===== src/rtl/mm_bram_pkg.sv =====
// rtl/mm_bram_pkg.sv - shared types and constants for the Montgomery multiplier BRAM responder
package mm_bram_pkg;

  localparam int DATA_W     = 32;
  localparam int ADDR_SHIFT = 2;

  localparam logic HOST_LOAD   = 1'b0;
  localparam logic HOST_UNLOAD = 1'b1;

  typedef enum logic [2:0] {
    ST_IDLE,
    ST_LOAD,
    ST_U_RD,
    ST_U_OUT,
    ST_DONE
  } host_state_t;

  function automatic logic [DATA_W-1:0] byte_merge(
    input logic [DATA_W-1:0] old_word,
    input logic [DATA_W-1:0] new_word,
    input logic [3:0]        be
  );
    logic [DATA_W-1:0] result;
    for (int i = 0; i < 4; i++) begin
      result[8*i +: 8] = be[i] ? new_word[8*i +: 8] : old_word[8*i +: 8];
    end
    return result;
  endfunction

endpackage


===== src/rtl/mm_bram_array.sv =====
// rtl/mm_bram_array.sv - single-port DEPTH x 32 word store with byte enables and registered read-before-write
module mm_bram_array
  import mm_bram_pkg::*;
#(
  parameter int DEPTH = 64,
  parameter int AW    = $clog2(DEPTH)
) (
  input  logic              clk,
  input  logic              rst_n,
  input  logic              en,
  input  logic [3:0]        we,
  input  logic [AW-1:0]     addr,
  input  logic [DATA_W-1:0] wdata,
  output logic [DATA_W-1:0] rdata
);

  logic [DATA_W-1:0] mem [DEPTH];

  // Contents are deliberately left unreset so the store maps onto block RAM.
  always_ff @(posedge clk) begin
    if (en && |we) begin
      mem[addr] <= byte_merge(mem[addr], wdata, we);
    end
  end

  always_ff @(posedge clk or negedge rst_n) begin
    if (!rst_n) begin
      rdata <= '0;
    end else if (en) begin
      rdata <= mem[addr];
    end
  end

endmodule


===== src/rtl/mm_bram_responder.sv =====
// rtl/mm_bram_responder.sv - BRAM slave for the Montgomery multiplier plus host load/unload streaming port
// Optional bounds checking of BRAM addresses: MM_BRAM_RESP_BOUNDS_CHECK_EN.
module mm_bram_responder
  import mm_bram_pkg::*;
#(
  parameter int DEPTH = 64,
  parameter int AW    = $clog2(DEPTH)
) (
  input  logic              clock_i,
  input  logic              reset_n_i,
  input  logic [31:0]       BRAM_addr_i,
  input  logic [31:0]       BRAM_din_i,
  input  logic [3:0]        BRAM_we_i,
  input  logic              BRAM_en_i,
  output logic [31:0]       BRAM_dout_o,
  input  logic              host_cmd_i,
  input  logic              host_op_i,
  input  logic [AW-1:0]     host_base_i,
  input  logic [AW:0]       host_len_i,
  input  logic              load_valid_i,
  output logic              load_ready_o,
  input  logic [31:0]       load_data_i,
  output logic              unload_valid_o,
  input  logic              unload_ready_i,
  output logic [31:0]       unload_data_o,
  output logic              host_busy_o,
  output logic              host_done_o,
  output logic              err_o
);

  host_state_t       state;
  logic [AW-1:0]     base;
  logic [AW:0]       len;
  logic [AW:0]       count;
  logic [AW:0]       count_next;
  logic [AW-1:0]     host_addr;
  logic [AW-1:0]     bram_idx;
  logic              oor;
  logic              host_wr;
  logic              host_rd;
  logic              arr_en;
  logic [3:0]        arr_we;
  logic [AW-1:0]     arr_addr;
  logic [DATA_W-1:0] arr_wdata;
  logic [DATA_W-1:0] arr_rdata;
  logic              bram_fresh;
  logic              bram_oor_q;
  logic [DATA_W-1:0] bram_hold;
  logic              host_fresh;
  logic [DATA_W-1:0] host_hold;
  logic              busy;
  logic              done;
  logic              uvalid;
  logic              unused_addr_bits;

  assign bram_idx   = BRAM_addr_i[AW+ADDR_SHIFT-1:ADDR_SHIFT];
  assign host_addr  = base + count[AW-1:0];
  assign count_next = count + 1'b1;

  assign unused_addr_bits = ^{BRAM_addr_i[DATA_W-1:AW+ADDR_SHIFT], BRAM_addr_i[ADDR_SHIFT-1:0]};

`ifdef MM_BRAM_RESP_BOUNDS_CHECK_EN
  logic err_q;

  assign oor = |BRAM_addr_i[DATA_W-1:AW+ADDR_SHIFT];

  always_ff @(posedge clock_i or negedge reset_n_i) begin
    if (!reset_n_i) begin
      err_q <= 1'b0;
    end else if (BRAM_en_i && oor) begin
      err_q <= 1'b1;
    end
  end

  assign err_o = err_q;
`else
  assign oor   = 1'b0;
  assign err_o = 1'b0;
`endif

  // The multiplier's port always owns the array when enabled; host accesses only use idle cycles.
  assign load_ready_o = (state == ST_LOAD) && !BRAM_en_i;
  assign host_wr      = load_ready_o && load_valid_i;
  assign host_rd      = (state == ST_U_RD) && !BRAM_en_i;

  assign arr_en    = BRAM_en_i || host_wr || host_rd;
  assign arr_we    = BRAM_en_i ? (oor ? 4'h0 : BRAM_we_i) : {4{host_wr}};
  assign arr_addr  = BRAM_en_i ? bram_idx : host_addr;
  assign arr_wdata = BRAM_en_i ? BRAM_din_i : load_data_i;

  mm_bram_array #(
    .DEPTH (DEPTH),
    .AW    (AW)
  ) u_array (
    .clk   (clock_i),
    .rst_n (reset_n_i),
    .en    (arr_en),
    .we    (arr_we),
    .addr  (arr_addr),
    .wdata (arr_wdata),
    .rdata (arr_rdata)
  );

  // The array read register is shared, so each port shows it only in the cycle after
  // its own access and otherwise replays its private copy.
  assign BRAM_dout_o   = bram_fresh ? (bram_oor_q ? '0 : arr_rdata) : bram_hold;
  assign unload_data_o = host_fresh ? arr_rdata : host_hold;

  always_ff @(posedge clock_i or negedge reset_n_i) begin
    if (!reset_n_i) begin
      bram_fresh <= 1'b0;
      bram_oor_q <= 1'b0;
      bram_hold  <= '0;
      host_fresh <= 1'b0;
      host_hold  <= '0;
    end else begin
      bram_fresh <= BRAM_en_i;
      bram_oor_q <= BRAM_en_i && oor;
      bram_hold  <= BRAM_dout_o;
      host_fresh <= host_rd;
      host_hold  <= unload_data_o;
    end
  end

  always_ff @(posedge clock_i or negedge reset_n_i) begin
    if (!reset_n_i) begin
      state  <= ST_IDLE;
      base   <= '0;
      len    <= '0;
      count  <= '0;
      busy   <= 1'b0;
      done   <= 1'b0;
      uvalid <= 1'b0;
    end else begin
      done <= 1'b0;
      case (state)
        ST_IDLE: begin
          if (host_cmd_i) begin
            base  <= host_base_i;
            len   <= host_len_i;
            count <= '0;
            busy  <= 1'b1;
            if (host_len_i == '0) begin
              state <= ST_DONE;
              done  <= 1'b1;
            end else if (host_op_i == HOST_UNLOAD) begin
              state <= ST_U_RD;
            end else begin
              state <= ST_LOAD;
            end
          end
        end
        ST_LOAD: begin
          if (host_wr) begin
            count <= count_next;
            if (count_next == len) begin
              state <= ST_DONE;
              done  <= 1'b1;
            end
          end
        end
        ST_U_RD: begin
          if (host_rd) begin
            state  <= ST_U_OUT;
            uvalid <= 1'b1;
          end
        end
        ST_U_OUT: begin
          if (unload_ready_i) begin
            uvalid <= 1'b0;
            count  <= count_next;
            if (count_next == len) begin
              state <= ST_DONE;
              done  <= 1'b1;
            end else begin
              state <= ST_U_RD;
            end
          end
        end
        ST_DONE: begin
          state <= ST_IDLE;
          busy  <= 1'b0;
        end
        default: begin
          state  <= ST_IDLE;
          busy   <= 1'b0;
          uvalid <= 1'b0;
        end
      endcase
    end
  end

  assign host_busy_o    = busy;
  assign host_done_o    = done;
  assign unload_valid_o = uvalid;

endmodule


===== config.mk =====
export PLATFORM = sky130hd
export DESIGN_NAME = mm_bram_responder
export DESIGN_NICKNAME = d
export VERILOG_FILES = /design/src/rtl/mm_bram_pkg.sv /design/src/rtl/mm_bram_array.sv /design/src/rtl/mm_bram_responder.sv
export SDC_FILE = /design/constraint.sdc
export NUM_CORES = 2
export LEC_CHECK = 0
export ABC_AREA = 1
export CAP_MARGIN = 20
export CORE_ASPECT_RATIO = 0.7
export CORE_UTILIZATION = 49
export CTS_CLUSTER_DIAMETER = 80
export DETAILED_ROUTE_END_ITERATION = 12
export PLACE_DENSITY = 0.68
export SYNTH_ARGS = -nofsm -noshare
export SYNTH_HDL_FRONTEND = slang
export SYNTH_SLANG_ARGS = --single-unit

===== constraint.sdc =====
create_clock -name clock_i -period 4.1 [get_ports clock_i]
set_clock_uncertainty 0.15 [all_clocks]
set_input_delay 0.41 -clock clock_i [delete_from_list [all_inputs] [get_ports clock_i]]
set_output_delay 0.41 -clock clock_i [all_outputs]
set_load 0.1 [all_outputs]

# Word level (Yosys, flattened, before mapping)
# Memory sizes are Yosys's and may differ from the RTL's.
# Index checks and enable logic that the tools add are counted.
classes:
  n_addsub: 2
  eq_ne: 10
  muxes: 35
  bitwise_logic: 2
  n_reduce_logical: 18
ops:
  columns: ["operator", "n"]
  rows:
  - ["$mux W32", 3]
  - ["$mux W8", 4]
  - ["$mux W3", 7]
  - ["$mux W7", 3]
  - ["$pmux W7 S3", 1]
  - ["$pmux W3 S4", 1]
  - ["$mux W1", 10]
  - ["$ne A2 B2 Y1 const B", 4]
  - ["$add A7 B1 Y7 const B", 1]
  - ["$eq A7 B7 Y1", 1]
  - ["$logic_not A7 Y1", 1]
  - ["$add A6 B6 Y6", 1]
  - ["$eq A3 B2 Y1 const B", 2]
  - ["$mux W6", 1]
  - ["$pmux W1 S3", 2]
  - ["$reduce_or A3 Y1", 2]
  - ["$reduce_and A5 Y1", 1]
  - ["$logic_and A1 B1 Y1", 4]
  - ["$mux W4", 1]
  - ["$reduce_and A2 Y1", 2]
  - ["$reduce_and A4 Y1", 1]
  - ["$reduce_or A4 Y1", 1]
  - ["$eq A3 B1 Y1 const B", 1]
  - ["$eq A3 B3 Y1 const B", 1]
  - ["9 further kinds", 11]
word_totals:
  register_bits: 124
  ram_bits: 2048
  inputBits: 120
  output_inout_bits: 69
  wordCells: 80
  n_memories: 1
mem_list:
  columns: ["name", "words", "width", "read_ports", "rd_ports_with_merged_regs", "wr", "line_no", "source"]
  rows:
  - ["u_array.mem", 64, 32, 1, 0, 1, "mm_bram_array.sv:17", "logic [DATA_W-1:0] mem [DEPTH];"]

# Logic depth before layout (Yosys ltp)
depth:
  ltp_word: 8
  mapped_depth: 19
  mapped_depth_nobuf: 16

# Hierarchy
# A second synthesis with hierarchy kept.
unflattened:
  hier_cells: 9116
  hier_area_um2: 92242.2
modules_own_cells:
  columns: ["module", "n_inst", "cells_each", "area_per_inst_um2", "seq_area_each_um2"]
  rows:
  - ["mm_bram_array", 1, 8642, 87644.1, 62299.8]
  - ["mm_bram_responder", 1, 474, 4598.2, 2302.2]

# Worst setup path after synthesis
# Ideal clock, no wire load.
synth_timing:
  path_type: "register -> register"
  from: "register state[0]"
  to: "memory u_array.mem[0][0], enable pin"
  setup_ps: 421
  arrival_time_ps: 4305
  required_time_ps: 3529
  slack_ps: -776
  stages_incl_launch_ff: 11
  n_path_buf: 0
  synth_period_minus_slack_ps: 4876
  cell_sequence: "dfrtp_1 inv_2 nor2_1 inv_2 nor3_2 nand2_1 o21ai_2 inv_2 nand4_4 nand3_2 nor2_1"
synth_between:
  elab_chain_cells: 8
  word_cells_on_any_way: 12
  cone_classes: "2 x eq/ne; 3 x mux; 7 x reduce/logical"
synth_lines:
  columns: ["element", "line_no", "source"]
  rows:
  - ["from (decl)", "mm_bram_responder.sv:31", "host_state_t state;"]
  - ["from (signal assigned)", "mm_bram_responder.sv:127", "state <= ST_IDLE;"]
  - ["from (signal assigned)", "mm_bram_responder.sv:144", "state <= ST_DONE;"]
  - ["from (signal assigned)", "mm_bram_responder.sv:147", "state <= ST_U_RD;"]
  - ["$eq A3 B1 Y1 *", "mm_bram_responder.sv:82", "assign load_ready_o = (state == ST_LOAD) && !BRAM_en_i;"]
  - ["$logic_and A1 B1 Y1 *", "mm_bram_responder.sv:82", null]
  - ["via load_ready_o", "mm_bram_responder.sv:21", "output logic load_ready_o,"]
  - ["$logic_and A1 B1 Y1 *", "mm_bram_responder.sv:83", "assign host_wr = load_ready_o && load_valid_i;"]
  - ["$mux W4 or $logic_or A1 B1 Y1 (tied branches)", "mm_bram_responder.sv:87, mm_bram_responder.sv:86", null]
  - ["$reduce_or A4 Y1 or $logic_or A1 B1 Y1 (tied branches)", "mm_bram_array.sv:21, mm_bram_responder.sv:86", null]
  - ["$logic_and A1 B1 Y1 *", "mm_bram_array.sv:21", "if (en && |we) begin"]
  - ["$mux W1 *", "mm_bram_array.sv:21", null]
  - ["$mux W1 (implied by the code) *", "mm_bram_array.sv:22", "mem[addr] <= byte_merge(mem[addr], wdata, we);"]
  - ["to (decl)", "mm_bram_array.sv:17", null]
# The timed path passes the listed nets; every way through them passes the cells marked *.

==> results.json <==
{
  "cp_cell_sequence": "ha_2 > fa_1 > xor2_1 > buf_4 > nand2_1 > buf_4 > nand2_8 > inv_16 > buf_8 > buf_12 > nand2_1 > nand3_1 > nand2_1 > nor2_1 > buf_4 > nor2_1 > nand2_1 > nand2_1 > nand2_2 > buf_12",
  "synth_seq_cells": 2172,
  "antenna_found_initial": 8,
  "synth_top_area_cell": "edfxtp_1",
  "endpoint_kind": "flop",
  "ios": 189,
  "use_met2_pct": 42.6,
  "met3_usage_pct": 7.29,
  "worstMarginPinSlew_ps": 1030,
  "hold_viol": 0,
  "maxSlewViolCount": 0,
  "final_antenna_net_count": 0,
  "clk_pin_slew_ps": 60,
  "maxCapViolations": 0,
  "place_area_um2": 103000,
  "critPathKind": "flop to flop",
  "finalCriticalPeriod_ps": 4150,
  "grt_overflow": 0,
  "die_x_um": 522,
  "synth_warnings": 0,
  "p_leak_nw": 45.3,
  "route.detailed.drc": 0,
  "start_util_pct": 49.4,
  "synth_cell_types": 35,
  "dr.pass1.iters": 6,
  "routed_via_density": 5.61,
  "synthCells": 9079,
  "wl_per_cell_um": 23.7,
  "setup_ws_ps": -50.6,
  "required_ps": 4490,
  "num_vias": 68164,
  "synth_area_leaders": "edfxtp_1 (66%), nand2_1 (21%), nand3_1 (4.2%)",
  "grt_pass1_wl_um": 419000,
  "finish.utilization_pct": 58.2,
  "syn_area_um2": 92800,
  "synth-edff-count": 2048,
  "tritoncts": "done",
  "synth-async-reset-ratio_pct": 5.71,
  "synthFlopType": "edfxtp_1",
  "min_path_type": "input port to flop",
  "fmax_mhz": 241,
  "grt_start_max_net_pins": 77,
  "die_area_um2": 191000,
  "slowest_delay_ps": 400,
  "die_y_um": 366,
  "clock_sinks": 2172,
  "cp_slowest_cell": "fa_1",
  "syn-mean-instance-area_um2": 10.2,
  "finalSetupViolations": 32,
  "gp_congestion": 0.893,
  "post-synth-top-count-cell": "nand2_1",
  "netlist.area_leader.share_pct": 66.2,
  "clk_latency_ps": 870,
  "coreArea_um2": 188000,
  "numCtsBuffers": 203,
  "whs_ps": 46.1,
  "grt_util_all_layers_pct": 29.7,
  "gr-usage-met1_pct": 43.8,
  "grt-busiest-layer": "met1",
  "power.density_nw_per_um2": 762,
  "layout-drive-gt1-share_pct": 11.9,
  "netlist_top_cells_count": "nand2_1 (5,133), edfxtp_1 (2,048), nand3_1 (782)",
  "critPathLaunchType": "flop",
  "wirelength_um": 288000,
  "drt_iter0_markers": 9970,
  "critPathMaxFanout": 40,
  "status": "finished, violations left",
  "synth_nets": 9206,
  "rsz0062_at_grt": "yes",
  "portBuffers": 161,
  "failed_checks": "negative setup slack",
  "nNetsFinal": 9621,
  "ir_worst_vdd_mv": 0.537,
  "maxSlewHeadroom_pct": 31.0,
  "cts_root_buf": "clkbuf_16",
  "cp_common_cell": "nand2_1",
  "dpl.hpwl_um": 172000,
  "design_area_um2": 110000,
  "rows": 133,
  "cts_htree_levels": 4,
  "clockBufferDepth": 4,
  "syn_to_final_growth_pct": 18.0,
  "yosysSeqAreaShare_pct": 69.6,
  "fin_crit_sh_pct": 101,
  "grt_pass1_vias": 63234,
  "critPathArrivalTime_ps": 4540
}
worst max-delay path: cells and delay by family (launching register included):
kind	cells	cell delay, ps
buffers and inverters	7	1160
DFF	1	380
xor gates and xnor gates	1	180
adders and majority gates	2	610
and+or+nand+nor	10	1240
cell usage in the layout (no fill, tap or decap), drive strengths merged, types with 2 or more instances in the layout:
master         netlist  final
clkinv               0     79
buf                402    614
nand2             5139   5139
dlygate4sd3          0      8
o22ai                4      4
inv                 54     56
dfrtp              124    124
xnor2                3      3
nand3              790    790
clkinvlp             0      5
edfxtp            2048   2048
clkbuf             114    262
ha                   6      6
nand4                6      6
o21ai               14     14
xor2                 3      3
bufinv               0     12
bufbuf               0      2
clkdlybuf4s50        0     94
a21oi                6      6
mux2                73     73
or2                  4      4
nor2               281    284
nor3                 4      4
through the flow:
stage	instances	setup slack [ps]	TNS, ps	total power [mW]
after global routing	12141	-62.6	-6410	86.5
after floorplan	9079	193	0	48.4
after detailed placement	11754	-314	-107040	64.0
after global placement	11752	-289	-76190	63.5
final	12142	-50.6	-1150	83.4
after CTS	12128	3.81	0	82.3
routing by layer:
| layer | wire (um) | up-vias |
|---|---|---|
| li1 | - | 30798 |
| met1 | 116000 | 32540 |
| met2 | 122000 | 4281 |
| met3 | 39100 | 539 |
| met4 | 10700 | 6 |
| met5 | 49 | - |
where the power goes:
| group | internal [mW] | total, mW | switching (mW) |
|---|---|---|---|
| clock | 9.96 | 18.1 | 8.14 |
| combinational | 9.99 | 35.1 | 25.1 |
| sequential | 29.7 | 30.2 | 0.468 |
cell type report:
| cell class | count | area, um2 |
|---|---|---|
| Fill cell | 15050 | 78500 |
| Sequential cell | 2172 | 64600 |
| Multi-Input combinational cell | 6340 | 26500 |
| Timing Repair Buffer | 722 | 8880 |
| Clock buffer | 258 | 5370 |
| Tap cell | 2497 | 3120 |
| Clock inverter | 97 | 769 |
| Inverter | 54 | 240 |
| Timing Repair inverter | 1 | 8.76 |
| Antenna cell | 1 | 2.50 |
registers in the layout (all words and copies together), names as in the netlist, 3 cells and up:
register / cells
u_array.mem: 2048
base: 6
len: 7
host_hold: 32
count: 7
u_array.rdata: 32
state: 3
bram_hold: 32
repair_timing:
action / 4_1_cts / 5_1_grt
setup endpoints to repair: 1026 / 1519
hold endpoints to repair: 99 / 0
gates resized for setup: 40 / 60
buffers inserted: 3 / 7
pin swaps: 4 / 9
cloned: 7 / 6
hold buffers: 9 / 0
path summary, 6_finish.rpt:
check | from | endpoint | slack, ps | cells after the start
max | base[0] | u_array.mem[11][26] | -50 | 20
min | host_len_i[4] | len[4] | 50 | 3
max reg2reg | base[0] | u_array.mem[11][26] | -50 | 20
min reg2reg | bram_hold[27] | bram_hold[27] | 350 | 1
max in group asynchronous | reset_n_i | u_array.rdata[5] | 2760 | 4
min in group asynchronous | reset_n_i | bram_hold[28] | 370 | 3
logic make-up after synthesis:
kind of cell / synth area share (%)
other: 0.00404
muxes: 0.885
DFF: 69.6
AOI/OAI and AO/OA: 0.151
buffers and inverters: 2.85
xor gates and xnor gates: 0.0566
adders and majority gates: 0.102
and+or+nand+nor: 26.4
Power figures use the tool's default switching activity.
